## config.mk

```make
export PLATFORM = sky130hd
export DESIGN_NAME = cpe_lin_adder_pipe_flat
export DESIGN_NICKNAME = d
export VERILOG_FILES = /design/src/rtl/cpe_lin_adder_pipe_if.sv /design/src/rtl/cpe_lin_adder_pipe.sv /design/src/flat_wrapper.sv
export SDC_FILE = /design/constraint.sdc
export NUM_CORES = 1
export LEC_CHECK = 0
export CAP_MARGIN = 20
export CORE_AREA = 10 10 206 208
export CTS_BUF_LIST = sky130_fd_sc_hd__clkbuf_2 sky130_fd_sc_hd__clkbuf_4 sky130_fd_sc_hd__clkbuf_8
export CTS_CLUSTER_DIAMETER = 40
export DETAILED_ROUTE_END_ITERATION = 10
export DIE_AREA = 0 0 216 218
export GPL_ROUTABILITY_DRIVEN = 0
export HOLD_SLACK_MARGIN = 0.06
export MAX_ROUTING_LAYER = met4
export SETUP_SLACK_MARGIN = 0.2
export SYNTH_ARGS = -nofsm -noshare
export SYNTH_HDL_FRONTEND = slang
export SYNTH_SLANG_ARGS = --single-unit
```

## constraint.sdc

```tcl
create_clock -name clk -period 2.5 [get_ports clk]
set_input_delay 0.625 -clock clk [delete_from_list [all_inputs] [get_ports clk]]
set_output_delay 0.625 -clock clk [all_outputs]
set_load 0.1 [all_outputs]
```

## src/rtl/cpe_lin_adder_pipe_if.sv

```systemverilog
// ----------------------------------------------------------------------------
// cpe_lin_adder_pipe_if
// Bundles the valid/ready handshake and data signals of cpe_lin_adder_pipe.
//   master : traffic source/sink (drives in_valid, a, b, n, out_ready)
//   slave  : the pipeline (drives in_ready, out_valid, code, cout, word_cnt)
// Signals:
//   in_valid/in_ready   input handshake
//   a, b                NBIT-bit adder operands
//   n                   NNL-bit non-linear XOR-chain term vector
//   out_valid/out_ready output handshake
//   code                NCODE-bit codeword {parity, s[NBIT-1:0]}
//   cout                sum bit s[NBIT]
//   word_cnt            count of accepted output words (wraps)
// ----------------------------------------------------------------------------
interface cpe_lin_adder_pipe_if #(
    parameter int unsigned NBIT = 7,
    parameter int unsigned NPAR = 8,
    parameter int unsigned CNTW = 16
);
    localparam int unsigned NCODE = NBIT + NPAR;
    localparam int unsigned NNL   = 2 ** (NBIT + 2) - NBIT - 4;

    logic             in_valid;
    logic             in_ready;
    logic [NBIT-1:0]  a;
    logic [NBIT-1:0]  b;
    logic [NNL-1:0]   n;
    logic             out_valid;
    logic             out_ready;
    logic [NCODE-1:0] code;
    logic             cout;
    logic [CNTW-1:0]  word_cnt;

    modport master (
        output in_valid, a, b, n, out_ready,
        input  in_ready, out_valid, code, cout, word_cnt
    );

    modport slave (
        input  in_valid, a, b, n, out_ready,
        output in_ready, out_valid, code, cout, word_cnt
    );
endinterface

```

## src/rtl/cpe_lin_adder_pipe.sv

```systemverilog
// ----------------------------------------------------------------------------
// cpe_lin_adder_pipe
// Two-stage pipelined linearised adder + systematic CPE encoder.
//   S1: reconstruct s[NBIT:0] from a, b and the non-linear term vector n.
//   S2: compute parity from s[NBIT-1:0] and register {parity, s} and carry.
// Ports:
//   clk        rising-edge clock
//   rst        asynchronous active-high reset
//   fault_mask XOR mask applied to code at the S2 load (CPE_FAULT_INJ_EN only)
//   bus_io     slave side of cpe_lin_adder_pipe_if (handshakes, data, counter)
// Optional feature macro: CPE_FAULT_INJ_EN (adds fault_mask port).
// ----------------------------------------------------------------------------
module cpe_lin_adder_pipe #(
    parameter int unsigned        NBIT  = 7,
    parameter int unsigned        NPAR  = 8,
    parameter int unsigned        CNTW  = 16,
    // Row j occupies [j*NBIT +: NBIT]; row 0 is the least significant.
    parameter logic [NPAR*NBIT-1:0] PMASK = {7'h45, 7'h67, 7'h76, 7'h3B,
                                             7'h58, 7'h2C, 7'h16, 7'h0B}
) (
    input  logic                 clk,
    input  logic                 rst,
`ifdef CPE_FAULT_INJ_EN
    input  logic [NBIT+NPAR-1:0] fault_mask,
`endif
    cpe_lin_adder_pipe_if.slave  bus_io
);
    localparam int unsigned NCODE = NBIT + NPAR;

    // ------------------------------------------------------------------
    // Linear reconstruction: each sum bit above 0 folds in its own
    // contiguous odd-length segment of the non-linear term vector.
    // ------------------------------------------------------------------
    logic [NBIT:1] seg_x;
    logic [NBIT:0] sum_c;

    for (genvar i = 1; i <= NBIT; i++) begin : g_seg
        localparam int unsigned Off = 2 ** (i + 1) - i - 3;
        localparam int unsigned Len = 2 ** (i + 1) - 1;
        assign seg_x[i] = ^bus_io.n[Off +: Len];
    end

    always_comb begin
        sum_c       = '0;
        sum_c[0]    = bus_io.a[0] ^ bus_io.b[0];
        for (int i = 1; i < NBIT; i++) begin
            sum_c[i] = bus_io.a[i] ^ bus_io.b[i] ^ seg_x[i];
        end
        sum_c[NBIT] = seg_x[NBIT];
    end

    // ------------------------------------------------------------------
    // Pipeline state
    // ------------------------------------------------------------------
    logic             s1_v_q,      s1_v_d;
    logic [NBIT:0]    s1_sum_q,    s1_sum_d;
    logic             out_valid_q, out_valid_d;
    logic [NCODE-1:0] code_q,      code_d;
    logic             cout_q,      cout_d;
    logic [CNTW-1:0]  cnt_q,       cnt_d;

    logic             in_ready;
    logic             s1_load;
    logic             s2_load;
    logic             out_fire;
    logic [NPAR-1:0]  parity;

    // Parity over the registered S1 sum; carry bit is deliberately excluded.
    for (genvar j = 0; j < NPAR; j++) begin : g_par
        assign parity[j] = ^(s1_sum_q[NBIT-1:0] & PMASK[j*NBIT +: NBIT]);
    end

    // No skid buffer: S1 may accept only if it is empty or will move on.
    assign in_ready = !s1_v_q || !out_valid_q || bus_io.out_ready;
    assign s1_load  = bus_io.in_valid && in_ready;
    assign s2_load  = s1_v_q && (!out_valid_q || bus_io.out_ready);
    assign out_fire = out_valid_q && bus_io.out_ready;

    always_comb begin
        s1_v_d      = s1_v_q;
        s1_sum_d    = s1_sum_q;
        out_valid_d = out_valid_q;
        code_d      = code_q;
        cout_d      = cout_q;
        cnt_d       = cnt_q;

        // Fill wins over drain so a simultaneous drain/fill keeps valid high.
        if (s1_load) begin
            s1_v_d   = 1'b1;
            s1_sum_d = sum_c;
        end else if (s2_load) begin
            s1_v_d   = 1'b0;
        end

        if (s2_load) begin
            out_valid_d = 1'b1;
`ifdef CPE_FAULT_INJ_EN
            code_d      = {parity, s1_sum_q[NBIT-1:0]} ^ fault_mask;
`else
            code_d      = {parity, s1_sum_q[NBIT-1:0]};
`endif
            cout_d      = s1_sum_q[NBIT];
        end else if (out_fire) begin
            out_valid_d = 1'b0;
        end

        if (out_fire) begin
            cnt_d = cnt_q + CNTW'(1);
        end
    end

    always_ff @(posedge clk or posedge rst) begin
        if (rst) begin
            s1_v_q      <= 1'b0;
            s1_sum_q    <= '0;
            out_valid_q <= 1'b0;
            code_q      <= '0;
            cout_q      <= 1'b0;
            cnt_q       <= '0;
        end else begin
            s1_v_q      <= s1_v_d;
            s1_sum_q    <= s1_sum_d;
            out_valid_q <= out_valid_d;
            code_q      <= code_d;
            cout_q      <= cout_d;
            cnt_q       <= cnt_d;
        end
    end

    assign bus_io.in_ready  = in_ready;
    assign bus_io.out_valid = out_valid_q;
    assign bus_io.code      = code_q;
    assign bus_io.cout      = cout_q;
    assign bus_io.word_cnt  = cnt_q;
endmodule
```

## src/flat_wrapper.sv

```systemverilog
// flat-port wrapper written by rule: the top's interface ports become plain ports
module cpe_lin_adder_pipe_flat 
#(
    parameter int unsigned        NBIT  = 7,
    parameter int unsigned        NPAR  = 8,
    parameter int unsigned        CNTW  = 16,
                                                                       
    parameter logic [NPAR*NBIT-1:0] PMASK = {7'h45, 7'h67, 7'h76, 7'h3B,
                                             7'h58, 7'h2C, 7'h16, 7'h0B}
)
  (clk, rst, bus_io_in_valid, bus_io_a, bus_io_b, bus_io_n, bus_io_out_ready, bus_io_in_ready, bus_io_out_valid, bus_io_code, bus_io_cout, bus_io_word_cnt);
  cpe_lin_adder_pipe_if #(.NBIT(NBIT), .NPAR(NPAR), .CNTW(CNTW)) bus_io_i ();
  input  logic clk;
  input  logic rst;
  input wire logic [$bits(bus_io_i.in_valid)-1:0] bus_io_in_valid;
  input wire logic [$bits(bus_io_i.a)-1:0] bus_io_a;
  input wire logic [$bits(bus_io_i.b)-1:0] bus_io_b;
  input wire logic [$bits(bus_io_i.n)-1:0] bus_io_n;
  input wire logic [$bits(bus_io_i.out_ready)-1:0] bus_io_out_ready;
  output wire logic [$bits(bus_io_i.in_ready)-1:0] bus_io_in_ready;
  output wire logic [$bits(bus_io_i.out_valid)-1:0] bus_io_out_valid;
  output wire logic [$bits(bus_io_i.code)-1:0] bus_io_code;
  output wire logic [$bits(bus_io_i.cout)-1:0] bus_io_cout;
  output wire logic [$bits(bus_io_i.word_cnt)-1:0] bus_io_word_cnt;
  assign bus_io_i.in_valid = bus_io_in_valid;
  assign bus_io_i.a = bus_io_a;
  assign bus_io_i.b = bus_io_b;
  assign bus_io_i.n = bus_io_n;
  assign bus_io_i.out_ready = bus_io_out_ready;
  assign bus_io_in_ready = bus_io_i.in_ready;
  assign bus_io_out_valid = bus_io_i.out_valid;
  assign bus_io_code = bus_io_i.code;
  assign bus_io_cout = bus_io_i.cout;
  assign bus_io_word_cnt = bus_io_i.word_cnt;
  cpe_lin_adder_pipe #(.NBIT(NBIT), .NPAR(NPAR), .CNTW(CNTW), .PMASK(PMASK)) u_core (.clk(clk), .rst(rst), .bus_io(bus_io_i));
endmodule
```

==> results.md, run 1 <==
* Static leakage power at 4.77 nW
* Root buf cell: sky130_fd_sc_hd__clkbuf_8
* Drt initial violations at 86
* Unique masters post-synth at 18
* Warning count from the yosys run at 0
* Antenna violations before repair at 2
* Initial core utilization at 16.3%
* Final core utilization at 33.7%
* CTS tree: built
* Number of hold violations in the final report at 0
* Violated checks: setup timing
* Ports placed on the boundary at 553
* Endpoint type of the worst setup path: register
* Net count after synthesis at 1173
* Net switching power figure at 3.90 mW
* Final Setup Violations at 1
* Status: finished, violations left
* Pins over their slew limit at 0
* Post-detailed-route wirelength per cell at 16.9 um
* Number of port buffers at 552
* Crit path cell chain: clkdlybuf4s50_1 > xor2_2 > xnor2_1 > xnor2_2 > xnor2_4 > xnor2_2 > xnor2_1 > buf_4 > xnor3_1 > o21ai_1
* Register area share after synthesis at 16.8%
* Cell with the biggest individual delay on the critical path: sky130_fd_sc_hd__clkdlybuf4s50_1
* Critical path required time at 2.73 ns
* Portion of total power attributed to combinational logic at 81.6%
* Clock share of power at 5.4%
* GRT met3 Usage at 2.23%
* Maximum fanout encountered on the critical timing path at 1
* Final period demand of the worst path at 2.63 ns
* Average vias per placed instance at 3.51
* Slack of the worst reg-to-reg path at 0.98 ns
* Post-Syn Area at 6240 um^2
* H-Tree Level Count at 2
* Reg2reg path depth at 6
* Worst-case clock buffer depth at 2
* Syn Inst Count at 653
* Peak ir drop on the vdd network at 0.000509 V
* Die Height at 218 um
* Share of post-route cells with drive strength above 1 at 8.85%
* Internal Power at 4.91 mW
* Met2 Use GR at 21.8%
* Number of iterations in the first detailed-routing pass at 4
* R2R Path End: u_core.bus_io.word_cnt[14]$_DFFE_PP0P_
* Post-DP HPWL at 27800 um
* Max cap viols at 0
* Hold crit path type: register to register
* Global-route congestion overflow total at 0
* Latest clock arrival within the worst-skew pair at 0.31 ns
* Highest cell delay on the worst timing path at 0.45 ns
* TritonCTS buffer count at 5
* Total Die Area at 47100 um^2
* Data arrival time of the critical path at 2.86 ns
* Area Growth Syn to Fin at 106%
* Total power density per cell area at 684 nW/um^2
* Antenna viol nets, final at 0
* Die outline width at 216 um
* RR Startpoint: u_core.bus_io.word_cnt[0]$_DFFE_PP0P_
* Worst setup path startpoint: bus_io_n[449]
* Met1 usage in global routing at 13.7%
* Number of design rule violations left after detail routing at 0
* Critical path launch point type: input pin
* Final critical-path setup slack at -0.127 ns
* Least-Margin Pin Slew at 0.582 ns
* Largest clock skew in the final design at 0.00649 ns
* Global router's overall resource usage at 12.0%
* Number of global-route vias before repair at 7051
* Most heavily used metal layer in global routing: met2
* Sequential share of power at 13.0%
* Wire length of the first global-routing pass at 41700 um
* Ratio of final minimum period to clock period at 105%
* Final WL at 29500 um
* # nets final at 1750
* Clock tree sinks at 42
* Unrepaired setup endpoints after global routing: yes
* Final hold slack at 0.473 ns
* Flip-flop and latch count after synthesis at 42
* Maximum number of pins on one net before global-route repair at 43
* Maximum clock frequency at 381 MHz
* Fraction of power spent switching nets at 44.2%
* Number of vias after detailed routing at 6133
* Last element of the critical path: u_core.s1_sum_q[7]$_DFFE_PP0P_
* Core Box Area at 38300 um^2
* Std cell rows at 72
* Max-slew headroom at the worst pin at 61.2%
* Mapped Avg Cell Area at 9.56 um^2
* Post CTS Setup Buffer Count at 0
* Critical path start-end classification: input pin to register
* Register clock-pin slew on the reported worst setup and hold paths at 0.09 ns
* Diode count at 0
[routing by layer]
metal	routed length, um	part of all wire (%)	vias to the layer above
li1	-	-	3155
met1	11900	40	2688
met2	15700	53	267
met3	1520	5.2	23
met4	348	1.2	0
met5	0	0	-
[registers in the layout, indices dropped and copies added (netlist names)]
signal and count:
u_core.bus_io.out_valid 1, u_core.s1_sum_q 8, u_core.s1_v_q 1, u_core.bus_io.cout 1, u_core.bus_io.word_cnt 16, u_core.bus_io.code 15
[power groups by stage]
stage	Clock, mW	Sequential (mW)	Combinational, mW
after floorplan	0	2.33	3.53
after global placement	0	1.16	7.14
after detailed placement	0	1.17	7.16
after CTS	0.509	1.15	7.25
after global routing	0.533	1.19	7.82
final	0.473	1.15	7.19
[critical path: cells and delay by family]
kind,cells,cell delay [ns]
XOR/XNOR,7,1.53
buffers and inverters,2,0.57
AO/OA/AOI/OAI,1,0.13
[final cells by class]
type	instances	area, um^2
fill	3948	25400
timing repair buffer	575	5650
multi-input combinational	602	5420
sequential	42	1050
tap	518	648
clock buffer	5	68.8
clock inverter	3	23.8
inverter	4	15.0
[metrics by stage]
stage | total power [mW] | TNS (ns) | cells | setup WS (ns) | cell area (um^2)
4_1_cts | 8.91 | -0.153 | 1749 | -0.153 | 12700
6_report | 8.81 | -0.127 | 1749 | -0.127 | 12900
3_3_place_gp | 8.30 | -1.55 | 1741 | -0.662 | 12500
3_5_place_dp | 8.33 | -1.55 | 1741 | -0.623 | 12500
5_1_grt | 9.54 | -0.419 | 1749 | -0.227 | 12900
2_1_floorplan | 5.85 | 0 | 653 | 0.0936 | 6250
[cell usage in the layout (no fill, tap or decap), drive strengths merged]
| master | netlist | final |
|---|---|---|
| dlygate4sd2 | 0 | 16 |
| nor3 | 3 | 3 |
| buf | 0 | 57 |
| xnor2 | 453 | 453 |
| clkinvlp | 0 | 2 |
| o21ai | 16 | 16 |
| nand2 | 23 | 23 |
| nand3b | 1 | 1 |
| clkdlybuf4s15 | 0 | 1 |
| inv | 4 | 5 |
| mux2 | 9 | 9 |
| xor2 | 69 | 69 |
| dlymetal6s2s | 0 | 18 |
| dfrtp | 42 | 42 |
| clkbuf | 5 | 5 |
| nand3 | 9 | 9 |
| clkdlybuf4s50 | 0 | 483 |
| nor2 | 6 | 6 |
| and3 | 1 | 1 |
| nand2b | 3 | 3 |
| ha | 1 | 1 |
| xnor3 | 8 | 8 |
[synth_stat cells]
cell type	instances	share of area (%)
sky130_fd_sc_hd__xnor2_1	452	63
sky130_fd_sc_hd__xor2_1	69	9.7
sky130_fd_sc_hd__dfrtp_1	42	17
sky130_fd_sc_hd__nand2_1	23	1.4
sky130_fd_sc_hd__o21ai_0	15	1.2
sky130_fd_sc_hd__mux2_2	9	1.6
sky130_fd_sc_hd__nand3_1	9	0.72
sky130_fd_sc_hd__xnor3_1	8	2.9
sky130_fd_sc_hd__nor2_1	6	0.36
sky130_fd_sc_hd__clkbuf_1	5	0.30
sky130_fd_sc_hd__inv_1	4	0.24
sky130_fd_sc_hd__nand2b_1	3	0.30
sky130_fd_sc_hd__nor3_1	3	0.24
sky130_fd_sc_hd__and3_1	1	0.10
sky130_fd_sc_hd__ha_1	1	0.20
sky130_fd_sc_hd__nand3b_1	1	0.12
sky130_fd_sc_hd__o21ai_1	1	0.080
sky130_fd_sc_hd__xnor2_2	1	0.26
[how the worst min path moves through the flow]
stage / from / end / slack [ns] / depth (start not counted)
6_report: u_core.bus_io.word_cnt[15]$_DFFE_PP0P_ / u_core.bus_io.word_cnt[15]$_DFFE_PP0P_ / 0.47 / 1
5_1_grt: u_core.bus_io.word_cnt[15]$_DFFE_PP0P_ / u_core.bus_io.word_cnt[15]$_DFFE_PP0P_ / 0.51 / 1
4_1_cts: u_core.bus_io.word_cnt[15]$_DFFE_PP0P_ / u_core.bus_io.word_cnt[15]$_DFFE_PP0P_ / 0.48 / 1
3_5_place_dp: u_core.bus_io.word_cnt[15]$_DFFE_PP0P_ / u_core.bus_io.word_cnt[15]$_DFFE_PP0P_ / 0.47 / 1
3_3_place_gp: u_core.bus_io.word_cnt[15]$_DFFE_PP0P_ / u_core.bus_io.word_cnt[15]$_DFFE_PP0P_ / 0.47 / 1
2_1_floorplan: u_core.s1_sum_q[7]$_DFFE_PP0P_ / u_core.s1_sum_q[7]$_DFFE_PP0P_ / 0.45 / 2
[what timing repair did]
| action | CTS | global route |
|---|---|---|
| pin swaps | 46 | 38 |
| hold buffers | 0 | 0 |
| endpoints found under the setup margin | 4 | 3 |
| gates cloned | 0 | 0 |
| gates resized for setup | 29 | 41 |
[logic make-up after synthesis]
group | count (synthesis) | share of synthesized area [%]
xor+xnor | 530 | 76.3
simple gates | 46 | 3.23
flops | 42 | 16.8
compound gates | 16 | 1.28
buf+inv | 9 | 0.541
mux | 9 | 1.62
fa+ha+maj | 1 | 0.200
Power figures use the tool's default switching activity.
==> run 2: changes to the inputs <==
--- a/config.mk
+++ b/config.mk
@@ -5,12 +5,14 @@
 export SDC_FILE = /design/constraint.sdc
 export NUM_CORES = 1
 export LEC_CHECK = 0
+export ABC_AREA = 1
 export CAP_MARGIN = 20
-export CORE_AREA = 10 10 206 208
+export CORE_ASPECT_RATIO = 0.7
+export CORE_MARGIN = 10
+export CORE_UTILIZATION = 25
 export CTS_BUF_LIST = sky130_fd_sc_hd__clkbuf_2 sky130_fd_sc_hd__clkbuf_4 sky130_fd_sc_hd__clkbuf_8
 export CTS_CLUSTER_DIAMETER = 40
 export DETAILED_ROUTE_END_ITERATION = 10
-export DIE_AREA = 0 0 216 218
 export GPL_ROUTABILITY_DRIVEN = 0
 export HOLD_SLACK_MARGIN = 0.06
 export MAX_ROUTING_LAYER = met4
==> run 2 against run 1 <==
The flow now finishes without violations. Count of clock-buffer cells in the layout did not move. Non-clock buffer count rose by 1. Cell area rose by 47%. Clock power rose by 43%. Global-route usage rose by 4.5 points.
==> results.md, run 2 <==
* Inst Count DP at 3136 (was 1741)
* R2R Path End: u_core.bus_io.word_cnt[14]$_DFFE_PP0P_ (unchanged)
* Number of port buffers at 552 (unchanged)
* Reg2reg path depth at 11 (was 6)
* Endpoint type of the worst setup path: primary output (was register)
* Final hold slack at 0.487 ns (was 0.473 ns)
* # nets final at 3116 (was 1750)
* Final core utilization at 44.7% (was 33.7%)
* Net count after synthesis at 2540 (was 1173)
* Critical path start-end classification: input pin to primary output (was input pin to register)
* Most repeated cell in the gate-level netlist after synthesis: sky130_fd_sc_hd__nand2_1 (was sky130_fd_sc_hd__xnor2_1)
* Number of global-route vias before repair at 13000 (was 7051)
* Final WL at 45100 um (was 29500 um)
* Cell taking the most area after synthesis: sky130_fd_sc_hd__nand2_1 (was sky130_fd_sc_hd__xnor2_1)
* Number of vias after detailed routing at 13200 (was 6133)
* Critical path required time at 1.88 ns (was 2.73 ns)
* Final Setup Violations at 0 (was 1)
* Largest register FFs at 16 (unchanged)
* Root buf cell: sky130_fd_sc_hd__clkbuf_8 (unchanged)
* H-Tree Level Count at 2 (unchanged)
* Antenna violations before repair at 35 (was 2)
* Latest clock arrival within the worst-skew pair at 0.32 ns (was 0.31 ns)
* Post-detailed-route wirelength per cell at 14.2 um (was 16.9 um)
* Number of iterations in the first detailed-routing pass at 4 (unchanged)
* Register clock-pin slew on the reported worst setup and hold paths at 0.09 ns (about the same)
* Std cell rows at 63 (was 72)
* Register area share after synthesis at 9.82% (was 16.8%)
* Antenna viol nets, final at 0 (unchanged)
* Flip-flop and latch count after synthesis at 42 (unchanged)
* Final period demand of the worst path at 2.22 ns (was 2.63 ns)
* Largest clock skew in the final design at 0.0146 ns (was 0.00649 ns)
* TritonCTS buffer count at 5 (unchanged)
* Number of enable flip-flop cells after synthesis at 0 (unchanged)
* Core Box Area at 42300 um^2 (was 38300 um^2)
* Total Die Area at 51600 um^2 (was 47100 um^2)
* Peak ir drop on the vdd network at 0.000468 V (was 0.000509 V)
* Critical path launch point type: input pin (unchanged)
* Status: completed (was finished, violations left)
* Leading register cell type out of synthesis: sky130_fd_sc_hd__dfrtp_1 (unchanged)
* Worst-case clock buffer depth at 2 (unchanged)
* Max cap viols at 0 (unchanged)
* Total power density per cell area at 440 nW/um^2 (was 684 nW/um^2)
* Fraction of synthesized cell area taken by the top area cell type at 42.9% (was 63.4%)
* Clock tree sinks at 42 (unchanged)
* Post-route design area at 18900 um^2 (was 12900 um^2)
* Wire length of the first global-routing pass at 66500 um (was 41700 um)
* Die outline width at 267 um (was 216 um)
* Maximum fanout encountered on the critical timing path at 3 (was 1)
* Cell depth of the worst min-delay path at 1 (unchanged)
* Commonest non-fill, non-tap cell in the layout: sky130_fd_sc_hd__nand2_1 (was sky130_fd_sc_hd__clkdlybuf4s50_1)
* Number of standard cells in the layout, taps in and fillers out at 3181 (was 1749)
* Ratio of final minimum period to clock period at 89.0% (was 105%)
* Pins over their slew limit at 0 (unchanged)
* Unrepaired setup endpoints after global routing: yes (unchanged)
* Area Growth Syn to Fin at 76.6% (was 106%)
* Post-Syn Area at 10700 um^2 (was 6240 um^2)
* Initial core utilization at 25.3% (was 16.3%)
* Asr flop ratio synth at 100% (unchanged)
* Highest-count cells in the layout ignoring fill and taps: sky130_fd_sc_hd__nand2_1 (1146), sky130_fd_sc_hd__clkdlybuf4s50_1 (292), sky130_fd_sc_hd__dlymetal6s2s_1 (223) (was sky130_fd_sc_hd__clkdlybuf4s50_1 (483), sky130_fd_sc_hd__xnor2_1 (425), sky130_fd_sc_hd__xor2_1 (65))
* Ports placed on the boundary at 553 (unchanged)
* Data arrival time of the critical path at 1.60 ns (was 2.86 ns)
* Hold Path Origin: u_core.bus_io.word_cnt[15]$_DFFE_PP0P_ (unchanged)
* Average vias per placed instance at 4.16 (was 3.51)
* Synth area leaders: sky130_fd_sc_hd__nand2_1 (43%), sky130_fd_sc_hd__xnor2_1 (20%), sky130_fd_sc_hd__xor2_1 (12%) (was sky130_fd_sc_hd__xnor2_1 (63%), sky130_fd_sc_hd__dfrtp_1 (17%), sky130_fd_sc_hd__xor2_1 (9.7%))
* Maximum clock frequency at 450 MHz (was 381 MHz)
* Static leakage power at 11.5 nW (was 4.77 nW)
* Global-route congestion overflow total at 0 (unchanged)
* Unique masters post-synth at 25 (was 18)
* Share of post-route cells with drive strength above 1 at 12.6% (was 8.85%)
* Max-slew headroom at the worst pin at 62.0% (was 61.2%)
* Number of hold violations in the final report at 0 (unchanged)
* Slack of the worst reg-to-reg path at 0.64 ns (was 0.98 ns)
* Endpoint, Worst Hold: u_core.bus_io.word_cnt[15]$_DFFE_PP0P_ (unchanged)
* Die Height at 193 um (was 218 um)
* Count of hold-fix buffers inserted at cts at 0 (unchanged)
* Post-DP HPWL at 40400 um (was 27800 um)
* Global router's overall resource usage at 16.5% (was 12.0%)
* Maximum number of pins on one net before global-route repair at 43 (unchanged)
* Drt initial violations at 535 (was 86)
* Warning count from the yosys run at 0 (unchanged)
* CTS tree: built (unchanged)
* Mapped Avg Cell Area at 5.30 um^2 (was 9.56 um^2)
* RR Startpoint: u_core.bus_io.word_cnt[0]$_DFFE_PP0P_ (unchanged)
* Post-Place Cell Area at 17000 um^2 (was 12500 um^2)
* Hold crit path type: register to register (unchanged)
* Least-Margin Pin Slew at 0.570 ns (was 0.582 ns)
* Number of design rule violations left after detail routing at 0 (unchanged)
* Syn Inst Count at 2020 (was 653)
* Post-synth top cells: sky130_fd_sc_hd__nand2_1 (1225), sky130_fd_sc_hd__xnor2_1 (248), sky130_fd_sc_hd__inv_1 (224), sky130_fd_sc_hd__xor2_1 (141), sky130_fd_sc_hd__nand3_1 (43) (was sky130_fd_sc_hd__xnor2_1 (452), sky130_fd_sc_hd__xor2_1 (69), sky130_fd_sc_hd__dfrtp_1 (42), sky130_fd_sc_hd__nand2_1 (23), sky130_fd_sc_hd__o21ai_0 (15))
## run 2: changes by cell type in the layout (fill, tap and decap cells not counted), sizes merged, moves of 13 or more
cell           before   now
clkdlybuf4s50     483   292
diode               0    32
dlygate4sd2        16     3
dlymetal6s2s       18   223
inv                 5   226
nand2              23  1233
nand3               9    47
nor2                6    43
xnor2             453   255
xor2               69   142
## run 2: timing repair
action,CTS,global route
buffers inserted,0,5
resized for setup,17,443
endpoints found under the setup margin,1,5
pin swaps,2,122
## run 2: per-stage QoR
stage	worst slack, ns	power [mW]	TNS, ns
finish	0.276	8.33	0
global route	0.137	9.07	0
CTS	0.207	8.10	0
detailed placement	-0.312	7.37	-0.394
global placement	-0.271	7.26	-0.337
floorplan	0.240	5.31	0
## run 2: logic make-up (layout without fill, tap and decap cells)
logic type,after synthesis,count (layout),synth area share [%]
xor gates and xnor gates,397,397,33.0
adders and majority gates,1,1,0.117
DFF,42,42,9.82
muxes,2,2,0.199
AOI/OAI and AO/OA,15,15,0.701
other,0,32,0
buffers and inverters,235,812,8.24
and+or+nand+nor,1328,1328,47.9
## run 2: how the worst max path moves through the flow
| stage | start | to | slack, ns | cells past startpoint |
|---|---|---|---|---|
| 3_5_place_dp | bus_io_n[271] | u_core.s1_sum_q[7]$_DFFE_PP0P_ | -0.31 | 20 |
| 3_3_place_gp | bus_io_n[375] | u_core.s1_sum_q[7]$_DFFE_PP0P_ | -0.27 | 17 |
| 6_report | bus_io_out_ready | bus_io_in_ready | 0.28 | 6 |
| 2_1_floorplan | u_core.bus_io.word_cnt[0]$_DFFE_PP0P_ | u_core.bus_io.word_cnt[14]$_DFFE_PP0P_ | 0.24 | 11 |
| 4_1_cts | bus_io_n[277] | u_core.s1_sum_q[7]$_DFFE_PP0P_ | 0.21 | 20 |
| 5_1_grt | bus_io_n[438] | u_core.s1_sum_q[7]$_DFFE_PP0P_ | 0.14 | 17 |
## run 2: layout make-up
class / count / area (um^2)
repair buffers: 576 / 6190
multi-input cells: 1743 / 9900
clock buffers: 5 / 68.8
inverters: 228 / 856
clock inverters: 3 / 68.8
flip-flops and latches: 42 / 1060
well taps: 552 / 691
diodes: 32 / 80.1
fillers: 4338 / 23400
## run 2: per-layer routing
| layer | wire [um] | part of all wire (%) | track usage [%] |
|---|---|---|---|
| met5 | 0 | 0 | - |
| met4 | 350 | 0.78 | 2.24 |
| met3 | 2740 | 6.1 | 3.59 |
| met2 | 23500 | 52 | 29.9 |
| met1 | 18500 | 41 | 18.8 |
## run 2: worst max-delay path, cell delays in order
cell and delay [ns]:
sky130_fd_sc_hd__clkdlybuf4s50_1 0.51, sky130_fd_sc_hd__inv_1 0.05, sky130_fd_sc_hd__nand2_1 0.11, sky130_fd_sc_hd__nor2_2 0.06, sky130_fd_sc_hd__inv_2 0.07, sky130_fd_sc_hd__buf_12 0.17
## run 2: power breakdown
part | internal (mW) | switching (mW)
combinational | 2.56 | 3.91
clock | 0.401 | 0.276
sequential | 0.910 | 0.268
total | 3.87 | 4.45
==> run 3: changes to the inputs <==
--- a/config.mk
+++ b/config.mk
@@ -16,6 +16,7 @@
 export GPL_ROUTABILITY_DRIVEN = 0
 export HOLD_SLACK_MARGIN = 0.06
 export MAX_ROUTING_LAYER = met4
+export PLACE_DENSITY = 0.66
 export SETUP_SLACK_MARGIN = 0.2
 export SYNTH_ARGS = -nofsm -noshare
 export SYNTH_HDL_FRONTEND = slang
==> run 3 against run 2 <==
Cell count rose by 0.25%. Critical path depth rose by 9. Sequential power barely moved. Clock power fell by 18%. Via count rose by 2.0%. Worst hold slack got worse by 0.0037 ns. Sequential share of layout area fell by 0.16 points. Setup slack got worse by 0.025 ns. Non-clock buffer count rose by 11. Utilization rose by 1.3 points. Sequential cell count did not move. Count of clock-buffer cells in the layout rose by 1. Largest power group unchanged.
==> results.md, run 3 (same netlist as run 2, synthesis figures left out) <==
* Area Growth Syn to Fin at 81.9% (was 76.6%)
* Global-route congestion overflow total at 0 (unchanged)
* TritonCTS buffer count at 5 (unchanged)
* Die outline width at 267 um (unchanged)
* Critical path launch point type: input pin (unchanged)
* Core Box Area at 42300 um^2 (unchanged)
* Average vias per placed instance at 4.23 (was 4.16)
* Highest cell delay on the worst timing path at 0.44 ns (was 0.51 ns)
* H-Tree Level Count at 2 (unchanged)
* Static leakage power at 12.5 nW (was 11.5 nW)
* Total power density per cell area at 432 nW/um^2 (was 440 nW/um^2)
* Final core utilization at 46.0% (was 44.7%)
* Commonest non-fill, non-tap cell in the layout: sky130_fd_sc_hd__nand2_1 (unchanged)
* Inst Count DP at 3140 (was 3136)
* Endpoint type of the worst setup path: register (was primary output)
* Antenna violations before repair at 27 (was 35)
* Std cell rows at 63 (unchanged)
* Hold Path Origin: u_core.bus_io.word_cnt[15]$_DFFE_PP0P_ (unchanged)
* Ratio of final minimum period to clock period at 90.0% (was 89.0%)
* Post-route design area at 19500 um^2 (was 18900 um^2)
* Number of port buffers at 552 (unchanged)
* Critical path start-end classification: input pin to register (was input pin to primary output)
* Reg2reg path depth at 11 (unchanged)
* Antenna viol nets, final at 0 (unchanged)
* Post-detailed-route wirelength per cell at 14.2 um (about the same)
* Data arrival time of the critical path at 2.44 ns (was 1.60 ns)
* Cell with the biggest individual delay on the critical path: sky130_fd_sc_hd__clkdlybuf4s50_1 (unchanged)
* Drt initial violations at 601 (was 535)
* Wire length of the first global-routing pass at 65100 um (was 66500 um)
* Highest-count cells in the layout ignoring fill and taps: sky130_fd_sc_hd__nand2_1 (1109), sky130_fd_sc_hd__dlymetal6s2s_1 (312), sky130_fd_sc_hd__inv_1 (208) (was sky130_fd_sc_hd__nand2_1 (1146), sky130_fd_sc_hd__clkdlybuf4s50_1 (292), sky130_fd_sc_hd__dlymetal6s2s_1 (223))
* Largest clock skew in the final design at 0.0109 ns (was 0.0146 ns)
* Endpoint, Worst Hold: u_core.bus_io.word_cnt[15]$_DFFE_PP0P_ (unchanged)
* Count of filler cells inserted in the layout at 4148 (was 4338)
* Maximum fanout encountered on the critical timing path at 3 (unchanged)
* Maximum clock frequency at 445 MHz (was 450 MHz)
* Post-DP HPWL at 39600 um (was 40400 um)
* Initial core utilization at 25.3% (unchanged)
* Cell depth of the worst min-delay path at 1 (unchanged)
* Number of vias after detailed routing at 13500 (was 13200)
* Number of global-route vias before repair at 13200 (was 13000)
* Least-Margin Pin Slew at 0.551 ns (was 0.570 ns)
* Hold crit path type: register to register (unchanged)
* Final Setup Violations at 0 (unchanged)
* Slack of the worst reg-to-reg path at 0.67 ns (was 0.64 ns)
* Count of hold-fix buffers inserted at cts at 0 (unchanged)
* Largest register FFs at 16 (unchanged)
* Critical path required time at 2.69 ns (was 1.88 ns)
* CTS tree: built (unchanged)
* Worst-case clock buffer depth at 2 (unchanged)
* Root buf cell: sky130_fd_sc_hd__clkbuf_8 (unchanged)
* Critical Path Most Common Cell: sky130_fd_sc_hd__nand2_1
* Design Power at 8.42 mW (was 8.33 mW)
* Number of design rule violations left after detail routing at 0 (unchanged)
* Ports placed on the boundary at 553 (unchanged)
* Latest clock arrival within the worst-skew pair at 0.31 ns (was 0.32 ns)
* Total buffers and inverters traversed by the critical path at 2 (was 4)
* Final period demand of the worst path at 2.25 ns (was 2.22 ns)
* # nets final at 3127 (was 3116)
* Number of iterations in the first detailed-routing pass at 5 (was 4)
* Unrepaired setup endpoints after global routing: yes (unchanged)
* Max-slew headroom at the worst pin at 63.2% (was 62.0%)
* CP delay by family, top: simple AND/OR/NAND/NOR gates (was buffers and inverters)
* Post-Place Cell Area at 17000 um^2 (about the same)
* Die Height at 193 um (unchanged)
* Number of hold violations in the final report at 0 (unchanged)
* Pins over their slew limit at 0 (unchanged)
* Crit path cell chain: clkdlybuf4s50_1 > xnor2_2 > buf_4 > xnor2_1 > nand2_1 > nand2_1 > nand2_1 > nand3_2 > nand2_2 > nand2_2 > nand2_1 > nand2_2 > nand3_2 > nand3_4 > nand2_1 (was clkdlybuf4s50_1 > inv_1 > nand2_1 > nor2_2 > inv_2 > buf_12)
* Clock tree sinks at 42 (unchanged)
* Total Die Area at 51600 um^2 (unchanged)
* Number of standard cells in the layout, taps in and fillers out at 3189 (was 3181)
* Status: completed (unchanged)
* Global router's overall resource usage at 16.0% (was 16.5%)
* Final WL at 45400 um (was 45100 um)
* R2R Path End: u_core.bus_io.word_cnt[14]$_DFFE_PP0P_ (unchanged)
* RR Startpoint: u_core.bus_io.word_cnt[0]$_DFFE_PP0P_ (unchanged)
* Max cap viols at 0 (unchanged)
* Peak ir drop on the vdd network at 0.000464 V (was 0.000468 V)
* Worst setup path startpoint: bus_io_n[179] (was bus_io_out_ready)
* Maximum number of pins on one net before global-route repair at 24 (was 43)
* Final setup TNS at 0 ns (unchanged)
* Register clock-pin slew on the reported worst setup and hold paths at 0.08 ns (was 0.09 ns)
* Share of post-route cells with drive strength above 1 at 15.3% (was 12.6%)
run 3: timing repair:
item                       CTS  global route
resized for setup           60           574
buffers inserted             2            10
cloned                       0             0
pin swaps                   23           194
setup endpoints to repair    2             6
run 3: routing by layer:
| metal | global-route usage (%) | share of wire, % |
|---|---|---|
| met1 | 18.4 | 40 |
| met2 | 29.8 | 53 |
| met3 | 2.81 | 5.8 |
| met4 | 1.63 | 0.79 |
| met5 | - | 0 |
run 3: per-stage QoR:
stage | hold slack, ns | setup WS [ns]
2_1_floorplan | 0.442 | 0.240
3_3_place_gp | 0.456 | -0.269
3_5_place_dp | 0.473 | -0.358
4_1_cts | 0.485 | 0.192
5_1_grt | 0.511 | 0.140
6_report | 0.484 | 0.250
run 3: worst register-to-register path, delay by kind of cell, from the launching register on:
kind	cells	cell delay [ns]
XOR/XNOR	1	0.12
adder cells (fa/ha/maj)	1	0.16
buffers and inverters	1	0.05
flip-flops	1	0.42
AND/OR/NAND/NOR	8	0.98
run 3: power breakdown:
| part | switching (mW) | internal (mW) | leakage (nW) |
|---|---|---|---|
| clock | 0.244 | 0.309 | 0.0550 |
| combinational | 4.06 | 2.64 | 12.0 |
| sequential | 0.253 | 0.910 | 0.506 |
| total | 4.55 | 3.86 | 12.5 |
run 3: worst max path at each step:
stage	slack (ns)	end	depth (start not counted)
2_1_floorplan	0.24	u_core.bus_io.word_cnt[14]$_DFFE_PP0P_	11
5_1_grt	0.14	u_core.s1_sum_q[6]$_DFFE_PP0P_	15
4_1_cts	0.19	u_core.s1_sum_q[7]$_DFFE_PP0P_	17
3_3_place_gp	-0.27	u_core.s1_sum_q[7]$_DFFE_PP0P_	21
3_5_place_dp	-0.36	u_core.s1_sum_q[7]$_DFFE_PP0P_	21
6_report	0.25	u_core.s1_sum_q[6]$_DFFE_PP0P_	15
run 3: area by class of cell:
cell class | instances | area [um^2] | area share, %
inverters | 228 | 856 | 4.39
multi-input cells | 1743 | 10200 | 52.4
well taps | 552 | 691 | 3.55
clock inverters | 2 | 37.5 | 0.193
repair buffers | 587 | 6480 | 33.3
clock buffers | 6 | 76.3 | 0.392
flip-flops and latches | 42 | 1060 | 5.43
diodes | 29 | 72.6 | 0.373
